### src/rtl/sdp_ram_fifo_ctrl_m.sv
// FIFO controller around an external simple-dual-port RAM with 1-cycle registered read.
// A 2-entry output stage gives first-word-fall-through at full throughput.
module sdp_ram_fifo_ctrl_m #(
   parameter int ADDR_WIDTH = 4,
   parameter int WORD_WIDTH = 32
) (
   input  logic                  clk,
   input  logic                  rst,
   input  logic                  s_valid,
   output logic                  s_ready,
   input  logic [WORD_WIDTH-1:0] s_data,
   output logic                  m_valid,
   input  logic                  m_ready,
   output logic [WORD_WIDTH-1:0] m_data,
   output logic [ADDR_WIDTH+1:0] level,
   output logic                  ram_we,
   output logic [ADDR_WIDTH-1:0] ram_waddr,
   output logic [WORD_WIDTH-1:0] ram_wdata,
   output logic [ADDR_WIDTH-1:0] ram_raddr,
   input  logic [WORD_WIDTH-1:0] ram_rdata
);

   localparam int PW = ADDR_WIDTH + 1;
   localparam int LW = ADDR_WIDTH + 2;
   localparam logic [PW-1:0] DEPTH = {1'b1, {ADDR_WIDTH{1'b0}}};

   logic [PW-1:0]         wptr, rptr, ram_cnt;
   logic                  rd_pend;
   logic [1:0]            occ;
   logic [WORD_WIDTH-1:0] stg0, stg1;
   logic                  push, pop, issue;
   logic [2:0]            credit;

   assign ram_cnt = wptr - rptr;
   assign s_ready = (ram_cnt != DEPTH);
   assign push    = s_valid & s_ready;
   assign m_valid = (occ != 2'd0);
   assign pop     = m_valid & m_ready;

   // Slots the output stage will still owe after this edge; a new read may
   // only be launched if its data is guaranteed a place when it lands.
   assign credit = {1'b0, occ} + {2'b00, rd_pend} - {2'b00, pop};
   assign issue  = (ram_cnt != '0) && (credit < 3'd2);

   assign ram_we    = push;
   assign ram_waddr = wptr[ADDR_WIDTH-1:0];
   assign ram_wdata = s_data;
   assign ram_raddr = rptr[ADDR_WIDTH-1:0];
   assign m_data    = stg0;
   assign level     = LW'(ram_cnt) + LW'(rd_pend) + LW'(occ);

   always_ff @(posedge clk) begin
      if (rst) begin
         wptr    <= '0;
         rptr    <= '0;
         rd_pend <= 1'b0;
         occ     <= 2'd0;
      end else begin
         if (push)
            wptr <= wptr + PW'(1);
         if (issue)
            rptr <= rptr + PW'(1);
         rd_pend <= issue;
         case ({rd_pend, pop})
            2'b10: begin
               if (occ == 2'd0)
                  stg0 <= ram_rdata;
               else
                  stg1 <= ram_rdata;
               occ <= occ + 2'd1;
            end
            2'b01: begin
               stg0 <= stg1;
               occ  <= occ - 2'd1;
            end
            2'b11: begin
               // Head leaves while a word lands: occupancy unchanged, order kept.
               if (occ == 2'd1) begin
                  stg0 <= ram_rdata;
               end else begin
                  stg0 <= stg1;
                  stg1 <= ram_rdata;
               end
            end
            default: ;
         endcase
      end
   end

endmodule

### config.mk
export PLATFORM = sky130hd
export DESIGN_NAME = sdp_ram_fifo_ctrl_m
export DESIGN_NICKNAME = d
export VERILOG_FILES = /design/src/rtl/sdp_ram_fifo_ctrl_m.sv
export SDC_FILE = /design/constraint.sdc
export NUM_CORES = 1
export LEC_CHECK = 0
export BUFFER_PORTS_ARGS = -buffer_cell sky130_fd_sc_hd__buf_2
export CAP_MARGIN = 25
export CORE_MARGIN = 5
export CORE_UTILIZATION = 52
export CTS_BUF_LIST = sky130_fd_sc_hd__clkbuf_4 sky130_fd_sc_hd__clkbuf_8 sky130_fd_sc_hd__clkbuf_16
export DETAILED_ROUTE_END_ITERATION = 10
export PLACE_DENSITY_LB_ADDON = 0.08
export SKIP_LAST_GASP = 1
export SYNTH_ARGS = -nofsm -noshare
export SYNTH_HDL_FRONTEND = slang
export SYNTH_SLANG_ARGS = --single-unit
### constraint.sdc
create_clock -name clk -period 17.8 [get_ports clk]
set_input_delay 0.89 -clock clk [delete_from_list [all_inputs] [get_ports clk]]
set_output_delay 0.89 -clock clk [all_outputs]
set_load 0.01 [all_outputs]
# Yosys cells after proc, flatten, opt, wreduce, memory -nomap -nowiden
# Index checks and enable logic that the tools add are counted.
[word_totals]
elab_cells = 43
reg_bits = 77
in_bits = 68
[op_classes]
n_eq_ne = 8
order_cmp = 1
bitwise = 3
reduce_logical = 9
n_mux = 7
add_sub_neg = 9
[op_table]
columns = ["op", "count"]
rows = [
  ["$mux 32", 4],
  ["$pmux 32 s3", 1],
  ["$pmux 32 s2", 1],
  ["$add 5x1->5 const B", 2],
  ["$add 5x1->6", 1],
  ["$add 6x2->6", 1],
  ["$ne 2x2->1 const B", 3],
  ["$reduce_bool 2->1", 3],
  ["$ne 5x5->1 const B", 1],
  ["$reduce_bool 5->1", 1],
  ["$sub 5x5->5", 1],
  ["$eq 2x1->1 const B", 2],
  ["$eq 2x2->1 const B", 2],
  ["$pmux 2 s2", 1],
  ["$reduce_and 4->1", 1],
  ["$add 2x1->3", 1],
  ["$lt 3x2->1 const B", 1],
  ["$reduce_and 3->1", 1],
  ["$reduce_bool 3->1", 1],
  ["$sub 3x1->3", 1],
  ["$add 2x1->2 const B", 1],
  ["$and 1x1->1", 2],
  ["$logic_not 2->1", 1],
  ["$sub 2x1->2 const B", 1],
  ["2 further kinds", 2],
]

# Logic depth before layout (Yosys ltp)
# Gate-level depths: netlist (run 1).
[depth]
depth_word = 5
depth_mapped = 12
mapped_depth_nobuf = 12

# Worst setup path after synthesis (run 1)
# OpenSTA, ideal clock, no wires.
[synth_timing]
path_kind = "input-to-reg"
startpoint = "input m_ready"
endpoint = "register stg1[0] (enable)"
path_buffers = 0
arrival_ns = 6.005
setup_time_ns = 0.594
setup_slack_ns = 11.201
required_ns = 17.206
path_stages = 1
cell_sequence = "a2111oi_0"
[synth_between]
elab_chain_len = 4
word_cells_on_any_way = 7
[synth_rtl]
columns = ["element", "line_no", "rtl"]
rows = [
  ["from (decl)", "13", "input logic m_ready,"],
  ["$and 1x1->1 *", "38", "assign pop = m_valid & m_ready;"],
  ["$eq 2x2->1", "64", "case ({rd_pend, pop})"],
  ["$ne 2x2->1 (no source line) or $reduce_bool 2->1 (tied branches)", "n/a", ""],
  ["$reduce_and 4->1 (no source line) *", "n/a", ""],
  ["to (signal assigned)", "69", "stg1 <= ram_rdata;"],
  ["to (signal assigned)", "82", "stg1 <= ram_rdata;"],
  ["to (decl)", "30", "logic [WORD_WIDTH-1:0] stg0, stg1;"],
]
# Mark *: on every way between the ends. The rest lies on a longest branch, timed or not.
# A chain may end at the register's enable or synchronous reset.

# Worst setup path in the final report (run 1)
[layout_timing]
startpoint = "register wptr[0]"
endpoint = "output s_ready"
[layout_between]
elab_chain_len = 2
[layout_rtl]
columns = ["element", "line_no", "rtl"]
rows = [
  ["from (decl)", "27", "logic [PW-1:0] wptr, rptr, ram_cnt;"],
  ["from (signal assigned)", "60", "wptr <= wptr + PW'(1);"],
  ["$sub 5x5->5", "34", "assign ram_cnt = wptr - rptr;"],
  ["$ne 5x5->1", "35", "assign s_ready = (ram_cnt != DEPTH);"],
  ["to (decl)", "10", "output logic s_ready,"],
]
# Every way passes these cells.

==> flow_summary_export.csv, run 1 <==
group,metric,value,unit
cells_and_area,num-fill-cells,567,
cells_and_area,finalNonFillerCells,418,
sta,min_period,3.80,ns
grt,grt_pass1_wl,10500,µm
power_and_ir_drop,ir_worst_vdd,0.121,mV
synth,yosys_warnings,0,
setup_path,crit_path_end_kind,"output port",
synth,synth-seq-cells,77,
floorplan,design.core.area,6830,µm²
clock_network,cts-root-buf,"clkbuf_8",
placement,io_buffers,84,
sta,rsz0062_at_grt,"false",
synth,ys_seq_area_share,59.6,%
synth,synth_mux_area_share,9.85,%
setup_path,r2r_end,"rptr[1]",
placement,place_congestion,0.841,
cells_and_area,nets,398,
placement,dp.cells,402,
floorplan,dieHeight,93.9,µm
grt,track_usage,15.5,%
sta,setup-tns-final,0,ns
setup_path,cp.arrival,2.91,ns
synth,synth_most_common_cell,"edfxtp_1",
placement,hpwl,4660,µm
synth,synthAdderAreaFrac,5.26,%
grt,grt_start_max_net_pins,33,
clock_network,ctsHtreeMaxLevel,3,
cells_and_area,multi_input_area,1100,µm²
cells_and_area,diodes,0,
synth,ys_types,37,
sta,slew_headroom,49.5,%
setup_path,startpoint,"wptr[0]",
clock_network,cts.repair.resized,0,
sta,setup_viol,0,
synth,postSynth.asyncResetShare,0,%
synth,synth_edf_count,64,
setup_path,cpMaxStageDelayCell,"a211oi_2",
grt,grt_pass1_vias,2054,
sta,drv_slew,0,
route,finalWirelength,6540,µm
clock_network,cts_hold_buf,0,
setup_path,critical_path_required,16.91,ns
clock_network,post_cts.repair.setup_buffers,0,
floorplan,initial_core_util,53.6,%
run,maxCapViolations,0,
setup_path,crit_top_cell,"inv_1",
min_path,min_path_type,"reg -> reg",
power_and_ir_drop,p_per_area,144,nW/µm²
synth,synthTopCellsByCount,"edfxtp_1 (64), buf_4 (40), mux2_2 (32), inv_1 (14), dfxtp_1 (13)",
sta,fin_worst_skew,0.0108,ns
synth,syn-mean-instance-area,13.8,µm²
synth,syn-instance-count,265,
synth,synth_top_area_cell,"edfxtp_1",
grt,grt_antenna_before_repair,0,
cells_and_area,drive_gt1_share,45.3,%
synth,syn_area,3660,µm²
clock_network,clockBufferDepth,2,
synth,synth_top_area_share,52.5,%
outcome,outcome,"completed",
clock_network,cts_made_buffers,9,
floorplan,num_io_pins,149,
route,vias,2100,
synth,synthSimpleGateAreaFrac,6.15,%
setup_path,ff2ff_setup_slack,14.84,ns
cells_and_area,area.sequential,2180,µm²
clock_network,clk_latency,0.35,ns
floorplan,die_w,93.9,µm
floorplan,rows,30,
synth,synth_top_family_by_area,"buffers and inverters",
route,wire_per_inst,15.6,µm
grt,gr-total-overflow,0,
setup_path,worstPathMaxFanout,12,
sta,timing.final.crit_share,21.4,%
route,first_pass_iters,4,
power_and_ir_drop,design_power_total,594,µW
clock_network,clock-sinks,77,
route,drt_iter0_drc,120,
setup_path,startpoint_type,"flop",
clock_network,cts_tree,"done",
sta,fmax,263,MHz
power_and_ir_drop,p_leak,1.56,nW
cells_and_area,area_delta_synth_final,12.4,%
setup_path,rr_startpoint,"occ[1]",
setup_path,crit_path_end,"s_ready",
clock_network,path_clk_slew,0.08,ns
setup_path,crit_chain,"inv_1 > ha_1 > inv_1 > fa_1 > nand3b_1 > a211o_2 > a211oi_2 > inv_1 > buf_2",
setup_path,r2r_cells,11,
floorplan,dieArea,8820,µm²
synth,synth_compound_area_share,5.50,%
route,antenna_left,0,
route,drc,0,
synth,synthXorXnorAreaFrac,2.84,%
route,viasPerCell,5.02,
synth,syn_nets,346,
setup_path,critPathKind,"reg -> out",
sta,final_hold_viol_count,0,
synth,synth_flop_cell,"edfxtp_1",
sta,tightest_slew,0.757,ns
setup_path,cpPeakStageDelay,0.64,ns
min_path,hold_start,"rptr[4]",
synth,synthTopCellsByArea,"edfxtp_1 (53%), mux2_2 (9.8%), buf_4 (8.2%)",
[power breakdown]
| group | internal, mW | total, mW | switching (mW) |
|---|---|---|---|
| sequential | 0.231 | 0.245 | 0.0137 |
| clock | 0.0661 | 0.129 | 0.0631 |
| combinational | 0.0964 | 0.220 | 0.123 |
| total | 0.394 | 0.594 | 0.200 |
[critical path: cells and delay by family, from the launching register on]
family / cells / cell delay, ns
fa+ha+maj: 2 / 0.67
compound gates: 2 / 0.94
flops: 1 / 0.41
buf+inv: 4 / 0.36
simple gates: 1 / 0.19
[layout by cell type, fill, tap and decap left out, types with 2 or more instances in the layout]
cell type	Yosys	layout
a21oi_2	3	3
clkbuf_8	0	9
buf_2	3	84
inv_1	14	14
o21ai_1	2	2
nand3b_1	3	3
nand4_1	3	3
o21ai_0	6	6
dfxtp_1	13	13
fa_1	4	4
mux2_2	32	32
buf_4	40	2
o21ai_2	3	3
xor2_1	2	2
or3_1	9	9
clkinvlp_4	0	2
a21oi_1	11	10
nand2_1	10	10
nand3_1	3	3
nor2_1	3	3
xnor2_1	8	8
edfxtp_1	64	64
nor3_1	4	4
ha_1	9	9
[state kept, by name, indices dropped and copies added, names as in the netlist]
name,cells
occ,2
wptr,5
stg1,32
rptr,5
m_data,32
rd_pend,1
[metrics by stage]
step                      utilization (%)  cell area (µm²)  setup WS (ns)  hold slack (ns)
after floorplan                         -             3660          11.20            0.470
after global placement               57.0             3890          14.45            0.483
after detailed placement             57.4             3920          14.35            0.497
after CTS                            60.2             4110          13.96            0.511
after global routing                 60.2             4110          13.80            0.532
final                                60.2             4110          14.00            0.514
[worst min path at each step]
stage          depth (start not counted)  slack, ns  endpoint
2_1_floorplan                          2       0.47   rptr[4]
3_3_place_gp                           2       0.48   rptr[4]
3_5_place_dp                           2       0.50   rptr[4]
4_1_cts                                2       0.51   rptr[4]
5_1_grt                                2       0.53   wptr[4]
6_report                               2       0.51   rptr[4]
[area by class of cell]
class                   count  share of cell area [%]
clock buffers              10                    3.19
inverters                  14                    1.28
flip-flops and latches     77                    53.1
multi-input cells         128                    26.8
well taps                  96                    2.92
repair buffers             87                    11.3
clock inverters             6                    1.52
[kinds of logic (layout without fill, tap and decap cells)]
logic type | after synthesis | after routing
buffers and inverters | 60 | 117
adders and majority gates | 13 | 13
DFF | 77 | 77
and+or+nand+nor | 41 | 41
muxes | 32 | 32
AOI/OAI and AO/OA | 31 | 31
xor gates and xnor gates | 11 | 11
[routing by layer]
| metal | GRT usage (%) | up-vias | routed length, µm |
|---|---|---|---|
| met5 | 0 | - | 0 |
| met4 | 8.06 | 0 | 123 |
| met1 | 21.4 | 972 | 2950 |
| met3 | 4.73 | 20 | 571 |
| li1 | - | 1022 | - |
| met2 | 21.7 | 86 | 2900 |
Note: power is estimated with default switching activity, not from simulation.
==> run 2: changes to the inputs <==
Settings changed: CORE_UTILIZATION 52 to 48.
Clock period 17.8 ns to 3.9 ns, I/O delays scaled along.
==> run 2 against run 1 <==
Effect of this change: cell area grew 0.70%; largest cell class unchanged; critical path depth is the same; total power grew to 4.6 times the previous value; largest power group unchanged.
==> flow_summary_export.csv, run 2 (synthesis results as in run 1) <==
group,metric,value,unit
outcome,outcome,"completed",
sta,fmax,323,MHz
route,viasPerCell,4.98,
route,first_pass_iters,4,
cells_and_area,diodes,0,
power_and_ir_drop,p_leak,1.57,nW
setup_path,critical_path_required,3.70,ns
sta,setup_viol,0,
clock_network,clockBufferDepth,2,
run,maxCapViolations,0,
setup_path,cpPeakStageDelay,0.63,ns
cells_and_area,final_cell_mix,"buf_2 (84), edfxtp_1 (64), mux2_2 (32)",
setup_path,cp.arrival,2.90,ns
setup_path,critPathKind,"reg -> out",
grt,track_usage,14.3,%
setup_path,startpoint_type,"flop",
floorplan,initial_core_util,49.9,%
clock_network,clock-sinks,77,
sta,fin_worst_skew,0.00712,ns
route,drt_iter0_drc,59,
setup_path,crit_top_cell,"inv_1",
grt,grt_pass1_wl,11000,µm
sta,tightest_slew,0.746,ns
clock_network,post_cts.repair.setup_buffers,0,
grt,grt_start_max_net_pins,33,
floorplan,num_io_pins,149,
floorplan,dieArea,9470,µm²
sta,slew_headroom,50.2,%
setup_path,r2r_cells,11,
setup_path,crit_path_end_kind,"output port",
setup_path,r2r_end,"rptr[1]",
min_path,min_path_type,"in -> reg",
sta,min_period,3.10,ns
clock_network,cts_tree,"done",
setup_path,worstPathMaxFanout,12,
sta,final_hold_viol_count,0,
route,wire_per_inst,15.8,µm
cells_and_area,utilization,56.5,%
floorplan,die_w,97.3,µm
setup_path,crit_chain,"inv_1 > ha_1 > inv_1 > fa_1 > nand3b_1 > a211o_2 > a211oi_2 > inv_1 > buf_2",
route,drc,0,
clock_network,cts-root-buf,"clkbuf_8",
placement,place_congestion,0.786,
cells_and_area,area_delta_synth_final,13.2,%
min_path,hold_start,"ram_rdata[5]",
sta,rsz0062_at_grt,"false",
placement,hpwl,4730,µm
route,finalWirelength,6650,µm
power_and_ir_drop,p_per_area,666,nW/µm²
cells_and_area,num-fill-cells,623,
sta,timing.final.crit_share,79.4,%
min_path,holdPathEnd,"stg1[5]",
clock_network,cts_hold_buf,0,
cells_and_area,nets,398,
grt,grt_antenna_before_repair,0,
route,antenna_left,0,
clock_network,ctsHtreeMaxLevel,3,
clock_network,clk_latency,0.33,ns
setup_path,ff2ff_setup_slack,1.00,ns
floorplan,dieHeight,97.3,µm
sta,setup-tns-final,0,ns
grt,gr-total-overflow,0,
floorplan,rows,31,
setup_path,crit_buf_inv,4,
power_and_ir_drop,design_power_total,2.76,mW
power_and_ir_drop,ir_worst_vdd,0.570,mV
grt,grt_pass1_vias,2249,
cells_and_area,drive_gt1_share,45.3,%
setup_path,rr_startpoint,"occ[1]",
cells_and_area,final_common_cell,"buf_2",
floorplan,design.core.area,7330,µm²
route,vias,2097,
placement,io_buffers,84,
setup_path,cp_top_family,"compound AO/OA/AOI/OAI gates",
clock_network,path_clk_slew,0.08,ns
sta,drv_slew,0,
clock_network,cts.repair.resized,0,
clock_network,cts_made_buffers,9,
setup_path,cpMaxStageDelayCell,"a211oi_2",
min_path,holdPathStages,1,
==> run 2: changes by cell type in the layout (fill, tap and decap cells not counted), sizes merged <==
cell	before	now
bufinv	1	2
inv	15	14
clkbuf	10	9
clkinvlp	2	1
clkinv	2	4
==> run 2: routing by layer <==
layer	part of all wire (%)	wire (µm)	track usage (%)
met3	7.4	493	5.31
met1	46	3030	17.8
met2	45	2990	22.7
met4	1.9	129	5.54
met5	0	0	0
==> run 2: power by group <==
| group | internal [mW] | switching, mW |
|---|---|---|
| clock network | 0.357 | 0.283 |
| registers | 1.05 | 0.0580 |
| logic | 0.436 | 0.570 |
| total | 1.85 | 0.911 |
==> run 2: cell type report <==
type | count | area, µm² | share of cell area [%]
Sequential cell | 77 | 2180 | 52.7
Multi-Input combinational cell | 128 | 1110 | 26.9
Timing Repair Buffer | 87 | 455 | 11.0
Clock buffer | 9 | 124 | 2.99
Tap cell | 99 | 124 | 2.99
Clock inverter | 7 | 90.1 | 2.18
Inverter | 14 | 52.6 | 1.27
==> run 2: worst max path at each step <==
stage / startpoint / endpoint / slack (ns) / depth (start not counted)
floorplan: occ[1] / stg1[0] / 0.69 / 3
global placement: occ[1] / rptr[1] / 1.12 / 11
detailed placement: occ[1] / rptr[1] / 1.00 / 11
CTS: wptr[0] / s_ready / 0.74 / 9
global route: wptr[0] / s_ready / 0.55 / 9
finish: wptr[0] / s_ready / 0.80 / 9
==> run 2: stage by stage <==
step / hold WS (ns) / setup slack (ns) / instance area [µm²] / cells
2_1_floorplan: 0.264 / 0.691 / 3670 / 265
3_3_place_gp: 0.389 / 1.12 / 3910 / 404
3_5_place_dp: 0.386 / 1.00 / 3930 / 405
4_1_cts: 0.0245 / 0.738 / 4140 / 421
5_1_grt: 0.0152 / 0.548 / 4140 / 421
6_report: 0.0433 / 0.803 / 4140 / 421
==> run 3: changes to the inputs <==
Clock period 3.9 ns to 2.9 ns, I/O delays scaled along.
==> run 3 against run 2 <==
Effect of this change: utilization is 4.5 points higher; flip-flop and latch count stayed put; worst hold slack improved by 0.080 ns; via count grew 6.9%; combinational power up 43%; total power up 35%.
==> flow_summary_export.csv, run 3 (synthesis results as in run 1) <==
group,metric,value,unit
min_path,holdPathEnd,"wptr[1]",
grt,gr-total-overflow,0,
grt,grt_pass1_vias,2307,
setup_path,critPathKind,"reg -> out",
min_path,holdPathStages,3,
min_path,hold_start,"s_valid",
cells_and_area,nets,434,
setup_path,crit_top_cell,"inv_1",
clock_network,path_clk_slew,0.07,ns
clock_network,cts_made_buffers,9,
sta,drv_slew,0,
placement,pre_cts_ws,0.157,ns
route,drc,0,
setup_path,startpoint_type,"flop",
sta,slew_headroom,70.3,%
setup_path,cpPeakStageDelay,0.46,ns
setup_path,crit_buf_inv,4,
route,wire_per_inst,14.9,µm
setup_path,cpMaxStageDelayCell,"fa_1",
floorplan,initial_core_util,49.9,%
power_and_ir_drop,ir_worst_vdd,0.499,mV
grt,grt_pass1_wl,11300,µm
setup_path,rr_startpoint,"occ[1]",
route,viasPerCell,4.91,
setup_path,crit_chain,"inv_1 > ha_1 > inv_1 > fa_1 > xor2_2 > a211o_2 > a211oi_2 > buf_4 > nor2_1 > buf_2",
sta,tightest_slew,0.446,ns
outcome,outcome,"completed",
route,first_pass_iters,4,
setup_path,r2r_cells,12,
min_path,min_path_type,"in -> reg",
cells_and_area,final_cell_mix,"buf_2 (84), edfxtp_1 (64), mux2_2 (32), dlygate4sd3_1 (32), inv_1 (14)",
floorplan,dieHeight,97.3,µm
sta,min_period,2.72,ns
placement,place_congestion,0.807,
grt,grt_antenna_before_repair,0,
sta,fin_worst_skew,0.00685,ns
power_and_ir_drop,power_frac_comb,38.6,%
route,finalWirelength,6820,µm
clock_network,cts-root-buf,"clkbuf_8",
floorplan,rows,31,
cells_and_area,diodes,0,
sta,fin_ws,0.184,ns
placement,io_buffers,84,
cells_and_area,drive_gt1_share,43.0,%
grt,track_usage,14.8,%
placement,dp.cells,409,
setup_path,critical_path_required,2.76,ns
power_and_ir_drop,clkPwrFrac,21.2,%
floorplan,die_w,97.3,µm
placement,placed_cell_area,3950,µm²
sta,fmax,368,MHz
sta,final_hold_viol_count,0,
setup_path,cp.arrival,2.57,ns
clock_network,clock-sinks,77,
sta,setup_viol,0,
grt,grt_start_max_net_pins,33,
clock_network,post_cts.repair.setup_buffers,0,
power_and_ir_drop,p_per_area,833,nW/µm²
floorplan,dieArea,9470,µm²
setup_path,r2r_end,"rptr[4]",
power_and_ir_drop,p_leak,1.72,nW
clock_network,ctsHtreeMaxLevel,3,
cells_and_area,num-fill-cells,608,
route,vias,2242,
setup_path,crit_path_end_kind,"output port",
placement,hpwl,4590,µm
floorplan,design.core.area,7330,µm²
clock_network,clockBufferDepth,2,
setup_path,cp_top_family,"adder cells",
cells_and_area,area_delta_synth_final,22.2,%
power_and_ir_drop,p_switching,1.23,mW
route,antenna_left,0,
cells_and_area,utilization,61.0,%
cells_and_area,finalNonFillerCells,457,
sta,rsz0062_at_grt,"false",
setup_path,ff2ff_setup_slack,0.29,ns
power_and_ir_drop,p_int,2.50,mW
power_and_ir_drop,netSwitchingFraction,33.0,%
cells_and_area,final_common_cell,"buf_2",
sta,timing.final.crit_share,93.7,%
clock_network,cts_tree,"done",
run,maxCapViolations,0,
setup_path,worstPathMaxFanout,12,
cells_and_area,postLayoutCellArea,4470,µm²
floorplan,num_io_pins,149,
power_and_ir_drop,seq_power_share,40.2,%
sta,setup-tns-final,0,ns
clock_network,clk_latency,0.34,ns
route,drt_iter0_drc,52,
==> run 3: changes by cell type in the layout (fill, tap and decap cells not counted), sizes merged <==
cell / previous run / this run
clkbuf: 9 / 12
buf: 87 / 91
dlygate4sd3: 0 / 32
clkinv: 4 / 2
bufinv: 2 / 1
==> run 3: metrics by stage <==
step	total power [mW]	hold WS, ns
after floorplan	2.57	0.214
after global placement	2.92	0.290
after detailed placement	2.93	0.290
after CTS	3.76	0.00437
after global routing	4.00	0.122
final	3.73	0.123
==> run 3: worst reg2reg max path: stages, from the launching register on <==
cell and delay [ns]:
dfxtp_2 0.40, inv_1 0.11, ha_1 0.25, inv_1 0.09, nand2_1 0.08, xnor2_1 0.24, nand2_1 0.11, fa_1 0.55
nand2_1 0.07, nor3_1 0.13, nand2_1 0.08, or3_1 0.31, a21oi_1 0.14
==> run 3: timing repair <==
item | CTS | global route
hold buffers | 31 | 1
resized for setup | 0 | 3
hold endpoints to repair | 31 | 1
setup endpoints to repair | 0 | 7
==> run 3: worst max path at each step <==
stage                         end     from  cells after the start  slack (ns)
after floorplan           rptr[1]   occ[1]                     11        0.27
after global placement    rptr[1]   occ[1]                     11        0.27
after detailed placement  rptr[1]   occ[1]                     11        0.16
after CTS                  ram_we  wptr[0]                     10        0.13
after global routing      s_ready  wptr[0]                     10        0.01
final                      ram_we  wptr[0]                     10        0.18
==> run 3: cell type report <==
cell class / instances / area (µm²) / area share, %
sequential: 77 / 2180 / 48.8
timing repair buffer: 123 / 793 / 17.7
clock inverter: 4 / 51.3 / 1.15
tap: 99 / 124 / 2.77
multi-input combinational: 128 / 1120 / 25.1
inverter: 14 / 52.6 / 1.17
clock buffer: 12 / 146 / 3.27
==> run 3: layer usage <==
layer,vias to the layer above,wire (µm),part of all wire [%],track usage [%]
met4,0,112,1.6,4.37
li1,1093,-,-,-
met5,-,0,0,0
met1,1042,2940,43,18.6
met3,24,505,7.4,5.96
met2,83,3270,48,23.5
==> run 3: power groups by stage <==
stage / Combinational (mW) / Sequential [mW] / Clock, mW
after floorplan: 1.00 / 1.56 / 0
after global placement: 1.40 / 1.52 / 0
after detailed placement: 1.41 / 1.52 / 0
after CTS: 1.45 / 1.50 / 0.814
after global routing: 1.61 / 1.52 / 0.870
final: 1.44 / 1.50 / 0.789
